`src/rtl/alu_arbiter_if.sv`:
```
// Request/response handshake bundle between two issuing units and the ALU arbiter.
// The arbiter uses the slave modport; a requester-side model uses master.
`timescale 1ns/1ps
interface alu_arbiter_if #(
  parameter int WIDTH = 16,
  parameter int OPW   = 4
);
  logic             req0_valid;
  logic             req0_ready;
  logic [WIDTH-1:0] req0_a;
  logic [WIDTH-1:0] req0_b;
  logic [OPW-1:0]   req0_op;
  logic             req1_valid;
  logic             req1_ready;
  logic [WIDTH-1:0] req1_a;
  logic [WIDTH-1:0] req1_b;
  logic [OPW-1:0]   req1_op;
  logic             rsp0_valid;
  logic             rsp0_ready;
  logic             rsp1_valid;
  logic             rsp1_ready;
  logic [WIDTH-1:0] rsp_result;
  logic             rsp_zero;
  logic             rsp_carry;

  modport slave (
    input  req0_valid, req0_a, req0_b, req0_op,
    input  req1_valid, req1_a, req1_b, req1_op,
    output req0_ready, req1_ready,
    output rsp0_valid, rsp1_valid, rsp_result, rsp_zero, rsp_carry,
    input  rsp0_ready, rsp1_ready
  );

  modport master (
    output req0_valid, req0_a, req0_b, req0_op,
    output req1_valid, req1_a, req1_b, req1_op,
    input  req0_ready, req1_ready,
    input  rsp0_valid, rsp1_valid, rsp_result, rsp_zero, rsp_carry,
    output rsp0_ready, rsp1_ready
  );
endinterface

```
`src/rtl/alu_arbiter.sv`:
```
// Round-robin arbiter sharing one combinational ALU between two valid/ready requesters.
// Operands are registered onto the ALU, the result captured one cycle later and returned to the owner.
`timescale 1ns/1ps
module alu_arbiter #(
    parameter int WIDTH = 16,
    parameter int OPW   = 4,
    parameter int CNT_W = 8
) (
    input  logic             clk,
    input  logic             rst_n,
    alu_arbiter_if.slave     bus,
    output logic [WIDTH-1:0] alu_num_1,
    output logic [WIDTH-1:0] alu_num_2,
    output logic [OPW-1:0]   alu_opcode,
    input  logic [WIDTH-1:0] alu_result,
    input  logic             alu_zero,
    input  logic             alu_carry,
    output logic [CNT_W-1:0] done0_cnt,
    output logic [CNT_W-1:0] done1_cnt
);

    typedef enum logic [1:0] {IDLE, EXEC, RESP} state_t;

    state_t state, state_nxt;
    logic   prio;
    logic   owner;
    logic   gnt_sel;
    logic   accept;
    logic   complete;

    always_comb begin
        state_nxt      = state;
        gnt_sel        = prio;
        accept         = 1'b0;
        complete       = 1'b0;
        bus.req0_ready = 1'b0;
        bus.req1_ready = 1'b0;
        bus.rsp0_valid = 1'b0;
        bus.rsp1_valid = 1'b0;
        unique case (state)
            IDLE: begin
                // A lone requester wins outright; prio only breaks ties.
                if (bus.req0_valid && !bus.req1_valid)      gnt_sel = 1'b0;
                else if (bus.req1_valid && !bus.req0_valid) gnt_sel = 1'b1;
                accept         = bus.req0_valid || bus.req1_valid;
                bus.req0_ready = accept && !gnt_sel;
                bus.req1_ready = accept && gnt_sel;
                if (accept) state_nxt = EXEC;
            end
            EXEC: state_nxt = RESP;
            RESP: begin
                bus.rsp0_valid = !owner;
                bus.rsp1_valid = owner;
                complete       = owner ? bus.rsp1_ready : bus.rsp0_ready;
                if (complete) state_nxt = IDLE;
            end
            default: state_nxt = IDLE;
        endcase
    end

    always_ff @(posedge clk or negedge rst_n) begin
        if (!rst_n) begin
            state          <= IDLE;
            prio           <= 1'b0;
            owner          <= 1'b0;
            alu_num_1      <= '0;
            alu_num_2      <= '0;
            alu_opcode     <= '0;
            bus.rsp_result <= '0;
            bus.rsp_zero   <= 1'b0;
            bus.rsp_carry  <= 1'b0;
            done0_cnt      <= '0;
            done1_cnt      <= '0;
        end else begin
            state <= state_nxt;
            if (accept) begin
                owner      <= gnt_sel;
                alu_num_1  <= gnt_sel ? bus.req1_a  : bus.req0_a;
                alu_num_2  <= gnt_sel ? bus.req1_b  : bus.req0_b;
                alu_opcode <= gnt_sel ? bus.req1_op : bus.req0_op;
            end
            if (state == EXEC) begin
                bus.rsp_result <= alu_result;
                bus.rsp_zero   <= alu_zero;
                // Carry is only meaningful for ADD (opcode 0).
                bus.rsp_carry  <= alu_carry && (alu_opcode == '0);
            end
            if (complete) begin
                prio <= ~owner;
                if (owner) done1_cnt <= done1_cnt + CNT_W'(1);
                else       done0_cnt <= done0_cnt + CNT_W'(1);
            end
        end
    end

endmodule

```
`src/flat_wrapper.sv`:
```
// flat-port wrapper written by rule: the top's interface ports become plain ports
module alu_arbiter_flat 
#(
    parameter int WIDTH = 16,
    parameter int OPW   = 4,
    parameter int CNT_W = 8
)
  (clk, rst_n, alu_num_1, alu_num_2, alu_opcode, alu_result, alu_zero, alu_carry, done0_cnt, done1_cnt, bus_req0_valid, bus_req0_a, bus_req0_b, bus_req0_op, bus_req1_valid, bus_req1_a, bus_req1_b, bus_req1_op, bus_req0_ready, bus_req1_ready, bus_rsp0_valid, bus_rsp1_valid, bus_rsp_result, bus_rsp_zero, bus_rsp_carry, bus_rsp0_ready, bus_rsp1_ready);
  alu_arbiter_if #(.WIDTH(WIDTH), .OPW(OPW)) bus_i ();
  input  logic clk;
  input  logic rst_n;
  output logic [WIDTH-1:0] alu_num_1;
  output logic [WIDTH-1:0] alu_num_2;
  output logic [OPW-1:0] alu_opcode;
  input  logic [WIDTH-1:0] alu_result;
  input  logic alu_zero;
  input  logic alu_carry;
  output logic [CNT_W-1:0] done0_cnt;
  output logic [CNT_W-1:0] done1_cnt;
  input wire logic [$bits(bus_i.req0_valid)-1:0] bus_req0_valid;
  input wire logic [$bits(bus_i.req0_a)-1:0] bus_req0_a;
  input wire logic [$bits(bus_i.req0_b)-1:0] bus_req0_b;
  input wire logic [$bits(bus_i.req0_op)-1:0] bus_req0_op;
  input wire logic [$bits(bus_i.req1_valid)-1:0] bus_req1_valid;
  input wire logic [$bits(bus_i.req1_a)-1:0] bus_req1_a;
  input wire logic [$bits(bus_i.req1_b)-1:0] bus_req1_b;
  input wire logic [$bits(bus_i.req1_op)-1:0] bus_req1_op;
  output wire logic [$bits(bus_i.req0_ready)-1:0] bus_req0_ready;
  output wire logic [$bits(bus_i.req1_ready)-1:0] bus_req1_ready;
  output wire logic [$bits(bus_i.rsp0_valid)-1:0] bus_rsp0_valid;
  output wire logic [$bits(bus_i.rsp1_valid)-1:0] bus_rsp1_valid;
  output wire logic [$bits(bus_i.rsp_result)-1:0] bus_rsp_result;
  output wire logic [$bits(bus_i.rsp_zero)-1:0] bus_rsp_zero;
  output wire logic [$bits(bus_i.rsp_carry)-1:0] bus_rsp_carry;
  input wire logic [$bits(bus_i.rsp0_ready)-1:0] bus_rsp0_ready;
  input wire logic [$bits(bus_i.rsp1_ready)-1:0] bus_rsp1_ready;
  assign bus_i.req0_valid = bus_req0_valid;
  assign bus_i.req0_a = bus_req0_a;
  assign bus_i.req0_b = bus_req0_b;
  assign bus_i.req0_op = bus_req0_op;
  assign bus_i.req1_valid = bus_req1_valid;
  assign bus_i.req1_a = bus_req1_a;
  assign bus_i.req1_b = bus_req1_b;
  assign bus_i.req1_op = bus_req1_op;
  assign bus_req0_ready = bus_i.req0_ready;
  assign bus_req1_ready = bus_i.req1_ready;
  assign bus_rsp0_valid = bus_i.rsp0_valid;
  assign bus_rsp1_valid = bus_i.rsp1_valid;
  assign bus_rsp_result = bus_i.rsp_result;
  assign bus_rsp_zero = bus_i.rsp_zero;
  assign bus_rsp_carry = bus_i.rsp_carry;
  assign bus_i.rsp0_ready = bus_rsp0_ready;
  assign bus_i.rsp1_ready = bus_rsp1_ready;
  alu_arbiter #(.WIDTH(WIDTH), .OPW(OPW), .CNT_W(CNT_W)) u_core (.clk(clk), .rst_n(rst_n), .bus(bus_i), .alu_num_1(alu_num_1), .alu_num_2(alu_num_2), .alu_opcode(alu_opcode), .alu_result(alu_result), .alu_zero(alu_zero), .alu_carry(alu_carry), .done0_cnt(done0_cnt), .done1_cnt(done1_cnt));
endmodule
```
`config.mk`:
```
export PLATFORM = sky130hd
export DESIGN_NAME = alu_arbiter_flat
export DESIGN_NICKNAME = d
export VERILOG_FILES = /design/src/rtl/alu_arbiter_if.sv /design/src/rtl/alu_arbiter.sv /design/src/flat_wrapper.sv
export SDC_FILE = /design/constraint.sdc
export NUM_CORES = 1
export LEC_CHECK = 0
export CORE_MARGIN = 4
export CORE_UTILIZATION = 40
export CTS_CLUSTER_DIAMETER = 200
export DETAILED_ROUTE_END_ITERATION = 10
export GPL_TIMING_DRIVEN = 0
export PLACE_DENSITY = 0.79
export SETUP_SLACK_MARGIN = 0.1
export SLEW_MARGIN = 0
export SYNTH_ARGS = -nofsm -noshare
export SYNTH_HDL_FRONTEND = slang
export SYNTH_SLANG_ARGS = --single-unit
```
`constraint.sdc`:
```
create_clock -name clk -period 2.3 [get_ports clk]
set_input_delay 0.23 -clock clk [delete_from_list [all_inputs] [get_ports clk]]
set_output_delay 0.23 -clock clk [all_outputs]
set_load 0.05 [all_outputs]
```
# ---- Word level (Yosys, flattened, before mapping)
# Cells that the tools add are included.
dict set report classes {
  n_eq_ne 4
  bitwise 1
  add_sub_neg 2
  n_mux 17
  n_reduce_logical 15
}
# cell count
set op_table {}
lappend op_table {{two-way mux 16 bit} 2}
lappend op_table {{adder 8 x 1 -> 8 bit (second input constant)} 2}
lappend op_table {{two-way mux 1 bit} 11}
lappend op_table {{case mux 2 bit (3 select lines)} 1}
lappend op_table {{AND reduction 2 bit} 3}
lappend op_table {{logical AND 1 bit} 5}
lappend op_table {{zero test 1 bit} 4}
lappend op_table {{zero test 4 bit} 1}
lappend op_table {{two-way mux 2 bit} 2}
lappend op_table {{two-way mux 4 bit} 1}
lappend op_table {{!= test 2 x 1 -> 1 bit (second input constant)} 2}
lappend op_table {{== test 2 x 1 -> 1 bit (second input constant)} 1}
lappend op_table {{== test 2 bit (second input constant)} 1}
lappend op_table {{zero test 2 bit} 1}
lappend op_table {{logical OR 1 bit} 1}
lappend op_table {{NOT 1 bit} 1}
dict set report totals {
  in_bits 96
  word_cells 50
  output_inout_bits 74
  regBits 74
}

# ---- Logic depth before layout (Yosys ltp)
dict set report logic_depth {
  word_depth 8
  depth_mapped 6
  depth_no_buf 4
}

# ---- Worst setup path before layout
# Ideal clock, no wire load.
dict set report synth_path {
  path_kind {reg-to-reg}
  from {reg u_core.state[1]}
  to {reg u_core.alu_num_1[10]}
  path_stages_with_launch 7
  t_required_ps 2168
  path_buffers 2
  synth_period_minus_slack_ps 1676
  slack_ps 624
  arrival_time_ps 1544
  setup_time_ps 132
  cell_sequence {dfrtp_1 > or4b_1 > o211ai_2 > buf_8 > buf_12 > mux2i_1 > o21ai_1}
}
dict set report synth_between {
  elab_chain_cells 3
  elab_cells_between_ends 4
  classes_between {3 x mux; 1 x reduce/logical}
}
# item line_no
set synth_rtl {}
lappend synth_rtl {{start, declared} alu_arbiter.sv:24} ;# state_t state, state_nxt;
lappend synth_rtl {{start signal, assigned} alu_arbiter.sv:75} ;# state <= state_nxt;
lappend synth_rtl {{zero test 2 bit (*)} alu_arbiter.sv:40} ;# unique case (state)
lappend synth_rtl {{two-way mux 1 bit} alu_arbiter.sv:40}
lappend synth_rtl {{two-way mux 16 bit} alu_arbiter.sv:78} ;# alu_num_1 <= gnt_sel ? bus.req1_a : bus.req0_a;
lappend synth_rtl {{end signal, assigned} alu_arbiter.sv:78}
lappend synth_rtl {{end, declared} alu_arbiter.sv:12} ;# output logic [WIDTH-1:0] alu_num_1,
# Every way passes the cells marked *; elsewhere a longest branch is shown, timed or not.
# A chain may end at the register's enable or synchronous reset.

# ---- Worst setup path in the final report
dict set report layout_path {
  from {reg u_core.state[1]}
  to {out bus_req0_ready}
}
dict set report layout_between {
  elab_chain_cells 2
}
# item line_no
set layout_rtl {}
lappend layout_rtl {{zero test 2 bit} alu_arbiter.sv:40}
lappend layout_rtl {{two-way mux 1 bit} alu_arbiter.sv:40}
lappend layout_rtl {{end, declared} flat_wrapper.sv:28} ;# output wire logic [$bits(bus_i.req0_ready)-1:0] bus_req0_ready;
# No other way between the ends.

==> summary.md <==
| Metric | Value |
|---|---|
| PortBufs | `169` |
| Nature of the critical path startpoint | `register` |
| Top FF cell, synth | `dfrtp_1` |
| GPL Wtd Cong | `0.725` |
| Overflow after GRT | `0` |
| FF+latch count, synth | `74` |
| Setup Skew | `0.00657 ns` |
| Wirelength, routed | `8.60 mm` |
| Drt via density | `4.83` |
| Antenna violations before repair | `0` |
| Run status | `finished, final reports clean` |
| Rel. slew slack | `39.7%` |
| Worst endpoint data arrival time | `1.76 ns` |
| Pint | `4.36 mW` |
| CTS Buffer Depth | `2` |
| Post-Place Worst Slack | `0.106 ns` |
| Detailed Routing Iterations Pass 1 | `4` |
| Area grow syn2layout | `62.6%` |
| Later-pin clock latency in the skew report | `0.33 ns` |
| Max-Cap Viols | `0` |
| Critical setup path kind | `register to output port` |
| Tightest Pin Transition | `0.905 ns` |
| Hold WC Path Type | `input pin to asynchronous set/reset pin` |
| Top-count cell post-synth | `dfrtp_1` |
| Die height | `98.3 um` |
| CTS root buffer | `clkbuf_8` |
| Fin. max-slew vios | `0` |
| DRC errors left | `0` |
| Layout fillers | `641` |
| Final Cycle Share | `86.3%` |
| Starting density of the core | `41.8%` |
| Fin worst setup slack | `0.315 ns` |
| 1st-iter DRT viols | `29` |
| Synth warn | `0` |
| RSZ-0062 raised after global routing | `no` |
| Synth area leaders | `dfrtp_1 (57%), mux2i_1 (11%), o21ai_1 (5.5%)` |
| Synth async-reset ratio | `100%` |
| Number of enable flip-flop cells after synthesis | `0` |
| Post-synthesis area per instance | `11.7 um^2` |
| Sequential fraction of the synthesis area | `56.8%` |
| PD cells | `1570 mW/mm^2` |
| Sequential Power Share | `27.1%` |
| Pin count of the biggest net entering global routing | `75` |
| Maximum fanout along the worst path | `7` |
| Sw Pwr | `3.99 mW` |
| Final ANT Viol Nets | `0` |
| Share of the synthesized area in the top cell type | `56.8%` |
| Die width | `98.3 um` |
| Required time of the critical path | `2.07 ns` |
| Vias in the first global route | `2941` |
| Die area | `0.00966 mm^2` |
| Nets | `557` |
| Hold_ws | `0.0251 ns` |
| WL/cell | `15.2 um` |
| Vias | `2732` |
| GRT Total Usage | `17.9%` |
| Num rows | `32` |
| Max Freq | `504 MHz` |
| Worst vdd ir | `0.700 mV` |
| Core area | `0.00781 mm^2` |
| Leakage | `2.40 nW` |
| CTS tree | `built` |
| Setup Buffers After CTS | `0` |
| Cts bufs inserted | `9` |
| Clk pwr share | `13.6%` |
| CTS sink cnt | `74` |
| Final hold viol count | `0` |
| Worst-path clk slew | `0.07 ns` |
| # hold bufs at CTS | `0` |
| Fin crit period | `1.99 ns` |
| Combinational share of power | `59.3%` |
| Global-route wire length before repair | `14.0 mm` |
| Final setup fails | `0` |
| Syn Std Cell Area | `0.00326 mm^2` |
| CTS H-tree depth | `3` |
| Syn Nets | `377` |
| Layout cell share with drive strength beyond 1 | `7.11%` |
| Top cell type by total area after synthesis | `dfrtp_1` |
| Detail Placement HPWL | `6.81 mm` |
| Synth Instances | `279` |
| Commonest cells in the netlist | `dfrtp_1 (74), nand2_1 (45), mux2i_1 (36), o21ai_1 (36), clkbuf_1 (11)` |
| Resize count post-CTS | `4` |
| # IOs | `170` |
| Worst setup EP type | `output port` |
| Synth cell types | `29` |
| Switching Fraction | `47.8%` |
| Antenna fix cells | `0` |
[power groups by stage]
| stage | sequential, mW | combinational [mW] | clock [mW] |
|---|---|---|---|
| after floorplan | 4.11 | 1.47 | 0 |
| after global placement | 2.25 | 4.95 | 0 |
| after detailed placement | 2.29 | 5.03 | 0 |
| after CTS | 2.27 | 5.02 | 1.16 |
| after global routing | 2.35 | 5.25 | 1.21 |
| final | 2.26 | 4.95 | 1.13 |
[cell usage in the layout, fill, tap and decap left out, drive strengths merged, types with 3 or more instances in the layout]
cell type	netlist	layout
inv	3	3
dfrtp	74	74
nor2	7	7
mux2	20	20
xnor2	9	9
buf	5	6
clkbuf	11	23
nand3	3	3
o21ai	39	39
dlygate4sd2	0	4
nand2	45	45
a21oi	3	3
nand4	5	5
mux2i	36	36
clkdlybuf4s50	0	164
xor2	5	5
[critical path, stage by stage, from the launching register on]
cell	delay, ns
dfrtp_1	0.44
nor2_1	0.18
nand2_1	0.07
a21oi_1	0.16
dlygate4sd2_1	0.58
[cell type report]
| type | instances | area [um^2] | area share [%] |
|---|---|---|---|
| sequential | 74 | 1850 | 34.9 |
| timing repair buffer | 169 | 1680 | 31.8 |
| multi-input combinational | 186 | 1280 | 24.1 |
| clock buffer | 12 | 155 | 2.93 |
| tap | 102 | 128 | 2.41 |
| buffer | 16 | 121 | 2.29 |
| clock inverter | 4 | 73.8 | 1.39 |
| inverter | 3 | 11.3 | 0.212 |
[final timing paths]
| kind | slack, ns | end | start | cells past startpoint |
|---|---|---|---|---|
| max | 0.31 | bus_req0_ready | u_core.state[1]$_DFFE_PN0P_ | 4 |
| min | 0.03 | u_core.done0_cnt[5]$_DFFE_PN0P_ | rst_n | 1 |
| max reg2reg | 0.45 | u_core.alu_num_1[7]$_DFFE_PN0P_ | u_core.state[1]$_DFFE_PN0P_ | 6 |
| min reg2reg | 0.47 | u_core.done0_cnt[7]$_DFFE_PN0P_ | u_core.done0_cnt[7]$_DFFE_PN0P_ | 1 |
| max in group asynchronous | 1.69 | u_core.alu_num_2[0]$_DFFE_PN0P_ | rst_n | 1 |
| min in group clk | 0.45 | u_core.bus.rsp_carry$_DFFE_PN0N_ | alu_carry | 3 |
[stage by stage]
step | instance area [um^2] | total power [mW] | instances | utilization [%] | setup TNS [ns]
final | 5300 | 8.35 | 566 | 67.9 | 0
after global placement | 5080 | 7.21 | 550 | 65.1 | -107.47
after detailed placement | 5080 | 7.32 | 550 | 65.0 | 0
after CTS | 5300 | 8.45 | 566 | 67.9 | 0
after global routing | 5300 | 8.81 | 566 | 67.9 | 0
after floorplan | 3260 | 5.58 | 279 | - | 0
[cells by family (layout without fill, tap and decap cells)]
family | count (synthesis) | count (layout) | synth area share, %
compound gates | 43 | 43 | 6.83
simple gates | 71 | 71 | 9.82
buf+inv | 19 | 204 | 4.07
xor+xnor | 14 | 14 | 3.76
fa+ha+maj | 2 | 2 | 0.767
mux | 56 | 56 | 18.0
flops | 74 | 74 | 56.8
[flip-flops by register name, indices dropped and copies added, names as in the netlist]
name	count
u_core.alu_num_1	16
u_core.done0_cnt	8
u_core.bus.rsp_carry	1
u_core.bus.rsp_zero	1
u_core.bus.rsp_result	16
u_core.done1_cnt	8
u_core.state	2
u_core.owner	1
u_core.alu_num_2	16
u_core.prio	1
u_core.alu_opcode	4
[routing by layer]
layer  routed length, um  vias to the layer above  part of all wire (%)  GRT usage (%)
met5                   0                        -                     0              0
met3                 753                        8                   8.8           5.93
met4                  54                        0                  0.63           5.25
li1                    -                     1320                     -              -
met2                4420                      102                    51           31.7
met1                3370                     1302                    39           20.5
No activity file was read; power rests on OpenSTA's default activity.
==> RTL edit 1: new RTL, same settings <==
Encoding of `state_t`: now one-hot (3 bits for 3 states).
--- a/src/rtl/alu_arbiter.sv
+++ b/src/rtl/alu_arbiter.sv
@@ -19,7 +19,7 @@
     output logic [CNT_W-1:0] done1_cnt
 );
 
-    typedef enum logic [1:0] {IDLE, EXEC, RESP} state_t;
+    typedef enum logic [2:0] {IDLE = 3'b001, EXEC = 3'b010, RESP = 3'b100} state_t;
 
     state_t state, state_nxt;
     logic   prio;
Formal check against the unedited RTL: same outputs for any inputs over 10 cycles, from zero or initial values and one cycle with rst_n low; not proved beyond that.
==> RTL edit 1 against the original RTL <==
- synthesized area increased by 1.6%
- worst setup slack got worse by 0.15 ns
- design area increased by 1.4%
- routed wire length increased by 15%
- total power decreased by 6.3%
- die area increased by 1.5%
- sequential cell count increased by 1
- critical endpoint is now bus_req1_ready
==> RTL edit 1: results (changes against the original RTL) <==
- Fmax: 469 MHz (-7.0%)
- DR pass1 iterations: 6 (+2)
- Worst Setup SP: u_core.state[0]
- Initial drt markers: 94 (+220%)
- Hpwl dp: 7.40 mm (+8.7%)
- Outcome: completed
- Share of cells above drive strength 1: 0.175 (+0.104)
- First-pass GRT wire length: 15.9 mm (+14%)
- Worst path top cell family by delay: flip-flops
- Post-Route Skew: 0.00955 ns (+0.00298 ns)
- Critical path endpoint: bus_req1_ready
- Vias in the first global route: 2919 (-0.75%)
- Reg2Reg Depth: 4 (-2)
- Wire length on met3: 700 um (-7.0%)
- Vias/cell: 5.20 (+7.8%)
- Flop pwr share: 0.285 (+0.014)
- Sequential share of the synthesized area: 0.567 (-0.00108)
- Crit path max fanout: 10 (+3)
- Pwr per Cell Area: 1460 nW/um2 (-7.6%)
- Cells after Synth: 248 (-11%)
- Met2 Resource Use GR: 0.321 (+0.00407)
- Gr usage total: 0.204 (+0.0252)
- Net Sw Power: 3540 uW (-11%)
- Yosys cell types: 37 (+28%)
- Commonest cells in the netlist: dfrtp_1, or3_1, o221a_1
- Worst Path Arrival: 1.90 ns (+0.14 ns)
- Place WS: -0.225 ns (-0.331 ns)
- Wl on met1: 4.28 mm (+27%)
- Comb group: 4490 uW (-9.3%)
- Met2 routed WL: 4.72 mm (+6.8%)
- R2R Setup Slk: 0.58 ns (+0.13 ns)
- Largest cells by area after synthesis: dfrtp_1, or3_1, o221a_1
- Largest net degree at the start of global routing: 48 (-36%)
- # nets final: 528 (-5.2%)
- Met3 usage: 0.0609 (+0.00158)
- WL/cell: 18.4 um (+21%)
- Leak Pwr: 0.00215 uW (-10%)
- Slowest CP cell: dfstp_2
- Post-synthesis net count: 346 (-8.2%)
- Layout fillers: 600 (-6.4%)
- Post-DP Area: 5160 um2 (+1.6%)
- Worst rel slew slack: 0.636 (+0.239)
- Hold WS: 0.360 ns (+0.334 ns)
- Dpl cells: 520 (-5.5%)
[RTL edit 1: cell families (layout without fill, tap and decap cells)]
family                   count (synthesis)  after routing  synth area share
AO/OA/AOI/OAI                           41             41             0.132
XOR/XNOR                                14             14            0.0370
adder cells (fa/ha/maj)                  2              2           0.00755
buffers and inverters                   21            208            0.0453
flip-flops                              75             75             0.567
multiplexers                            20             20            0.0676
AND/OR/NAND/NOR                         75             75             0.144
[RTL edit 1: timing repair]
item                                   4_1_cts  5_1_grt
setup endpoints to repair                    4        4
endpoints found under the hold margin       28        0
hold buffers                                 1        0
resized for setup                           12        6
[RTL edit 1: layout make-up]
cell class	instances	area [um2]	area share
flip-flops and latches	75	1880	0.349
repair buffers	171	1720	0.319
multi-input cells	152	1280	0.239
plain buffers	18	141	0.0263
clock buffers	10	128	0.0237
well taps	102	128	0.0237
clock inverters	6	90.1	0.0168
inverters	3	11.3	0.00209
==> RTL edit 2: new RTL, same settings <==
Without the edit above. `WIDTH` is set to 16 in 3 places; all go to 32.
--- a/src/rtl/alu_arbiter_if.sv
+++ b/src/rtl/alu_arbiter_if.sv
@@ -2,7 +2,7 @@
 // The arbiter uses the slave modport; a requester-side model uses master.
 `timescale 1ns/1ps
 interface alu_arbiter_if #(
-  parameter int WIDTH = 16,
+  parameter int WIDTH = 32,
   parameter int OPW   = 4
 );
   logic             req0_valid;
--- a/src/rtl/alu_arbiter.sv
+++ b/src/rtl/alu_arbiter.sv
@@ -2,7 +2,7 @@
 // Operands are registered onto the ALU, the result captured one cycle later and returned to the owner.
 `timescale 1ns/1ps
 module alu_arbiter #(
-    parameter int WIDTH = 16,
+    parameter int WIDTH = 32,
     parameter int OPW   = 4,
     parameter int CNT_W = 8
 ) (
--- a/src/flat_wrapper.sv
+++ b/src/flat_wrapper.sv
@@ -1,7 +1,7 @@
 // flat-port wrapper written by rule: the top's interface ports become plain ports
 module alu_arbiter_flat 
 #(
-    parameter int WIDTH = 16,
+    parameter int WIDTH = 32,
     parameter int OPW   = 4,
     parameter int CNT_W = 8
 )
Ports: changed (8 resized); port bits go from 170 to 298. The function was not compared with the original's and may differ.
==> RTL edit 2 against the original RTL <==
- sequential power rose by 67%
- sequential share of layout area fell by 1.5 points
- critical path depth rose by 2
- total power rose by 83%
- worst setup slack got worse by 0.10 ns
- count of clock-buffer cells in the layout rose by 13
- synthesized area rose by 63%
- clock skew rose by 0.0021 ns
- cell count rose by 69%
- sequential cell count rose by 48
- routed wire length rose by 93%
- design area rose by 72%
- highest routed layer unchanged
- maximum frequency fell by 5.0%
- first-iteration DRC count rose to 5.3 times the old value
- critical path type is now reg -> reg
==> RTL edit 2: results (changes against the original RTL) <==
- Slew at the pin closest to its max-slew limit: 0.570 ns (-0.336 ns)
- Worst-skew pair later-pin latency: 0.41 ns (+0.08 ns)
- Synth Flop Type: dfrtp_1
- Slowest CP cell: or4b_1
- Initial drt markers: 155 (+430%)
- WL/cell: 17.4 um (+15%)
- Largest cells by area after synthesis: dfrtp_1, mux2i_1, mux2_2
- Adder-cell area share of the yosys netlist: 0.00472 (-0.00296)
- Top Registers: u_core.alu_num_1: 32 flops, u_core.alu_num_2: 32 flops, u_core.bus.rsp_result: 32 flops
- RePlAce Congestion: 0.813 (+12%)
- Place WS: -0.165 ns (-0.271 ns)
- Outcome: completed
- Worst Path Arrival: 2.37 ns (+0.61 ns)
- Crit path max fanout: 10 (+3)
- Vias in the first global route: 4947 (+68%)
- VDD IR-drop max: 0.884 mV (+26%)
- TritonCTS Buffers: 17 (+8)
- Internal power: 8130 uW (+86%)
- Post-synthesis net count: 629 (+67%)
- Post-Route Skew: 0.00863 ns (+0.00206 ns)
- Level count of the clock H-tree: 4 (+1)
- Multiplexer share of the synthesized area: 0.205 (+0.0252)
- Worst path top cell family by delay: simple AND/OR/NAND/NOR gates
- Worst-path clk slew: 0.06 ns
- Via Count: 4642 (+70%)
- Compound-Gate Fraction of Synth Area: 0.0722 (+0.00390)
- Yosys cell types: 28 (-3.4%)
- Hpwl dp: 13.1 mm (+92%)
- Gr usage total: 0.220 (+0.0417)
- Share of cells above drive strength 1: 0.104 (+0.0325)
- # nets final: 947 (+70%)
- Vias/cell: 4.87 (+0.81%)
- Cells after Synth: 451 (+62%)
- Layout fillers: 910 (+42%)
- Largest net degree at the start of global routing: 65 (-13%)
- Leak Pwr: 0.00413 uW (+72%)
- Post-synthesis xor/xnor area fraction: 0.0231 (-0.0145)
[RTL edit 2: cell types whose count changed after synthesis, moves of 7 or more]
cell      before  now
dfrtp_1       74  122
mux2i_1       36   68
o21ai_0        3   51
clkbuf_1      11   18
mux2_1        10    0
nand2_1       45   77
o21ai_1       36   20
mux2_2        10   36
[RTL edit 2: repair_timing]
action | 4_1_cts | 5_1_grt
resized for setup | 4 | 7
setup endpoints to repair | 4 | 20
hold endpoints to repair | 58 | 0
setup buffers | 0 | 0
hold buffers | 1 | 0
[RTL edit 2: cell families after synthesis]
family,count (synthesis)
and+or+nand+nor,103
DFF,122
muxes,104
buffers and inverters,31
adders and majority gates,2
AOI/OAI and AO/OA,75
xor gates and xnor gates,14
[RTL edit 2: routing by layer]
layer | part of all wire | up-vias | GRT usage
met2 | 0.52 | 191 | 0.389
met5 | 0 | - | 0
met1 | 0.36 | 2222 | 0.237
li1 | - | 2198 | -
met4 | 0.026 | 0 | 0.0983
met3 | 0.090 | 31 | 0.0787
[RTL edit 2: path summary, 6_finish.rpt]
path	start	end	slack, ns	cells past startpoint
setup / recovery	u_core.state[1]	u_core.alu_num_1[13]	0.21	6
hold / removal	rst_n	u_core.done0_cnt[6]	0.37	2
setup reg to reg	u_core.state[1]	u_core.alu_num_1[13]	0.21	6
hold reg to reg	u_core.done0_cnt[7]	u_core.done0_cnt[7]	0.47	1
max in group asynchronous	rst_n	u_core.alu_num_2[3]	1.24	3
min in group clk	alu_carry	u_core.bus.rsp_carry	0.42	3
[RTL edit 2: area by class of cell]
class	instances	area [um2]	area share
plain buffers	28	185	0.0203
well taps	172	215	0.0235
repair buffers	299	3000	0.329
clock buffers	25	495	0.0542
inverters	3	11.3	0.00123
multi-input cells	298	2060	0.226
clock inverters	7	113	0.0123
flip-flops and latches	122	3050	0.334
[RTL edit 2: power by group through the flow]
| stage | sequential [uW] | clock [uW] | combinational, uW |
|---|---|---|---|
| 6_report | 3780 | 2740 | 8760 |
| 5_1_grt | 3910 | 2880 | 9220 |
| 4_1_cts | 3780 | 2770 | 8820 |
| 3_5_place_dp | 3790 | 0 | 8820 |
| 3_3_place_gp | 3740 | 0 | 8700 |
| 2_1_floorplan | 7070 | 0 | 2400 |
[RTL edit 2: metrics by stage]
| stage | TNS (ns) | instance area (um2) | total power, uW | util |
|---|---|---|---|---|
| final | 0 | 9140 | 15300 | 0.716 |
| after global routing | 0 | 9140 | 16000 | 0.716 |
| after CTS | 0 | 9130 | 15400 | 0.715 |
| after detailed placement | -2.08 | 8520 | 12600 | 0.667 |
| after global placement | -438.24 | 8490 | 12400 | 0.665 |
| after floorplan | 0 | 5300 | 9470 | - |
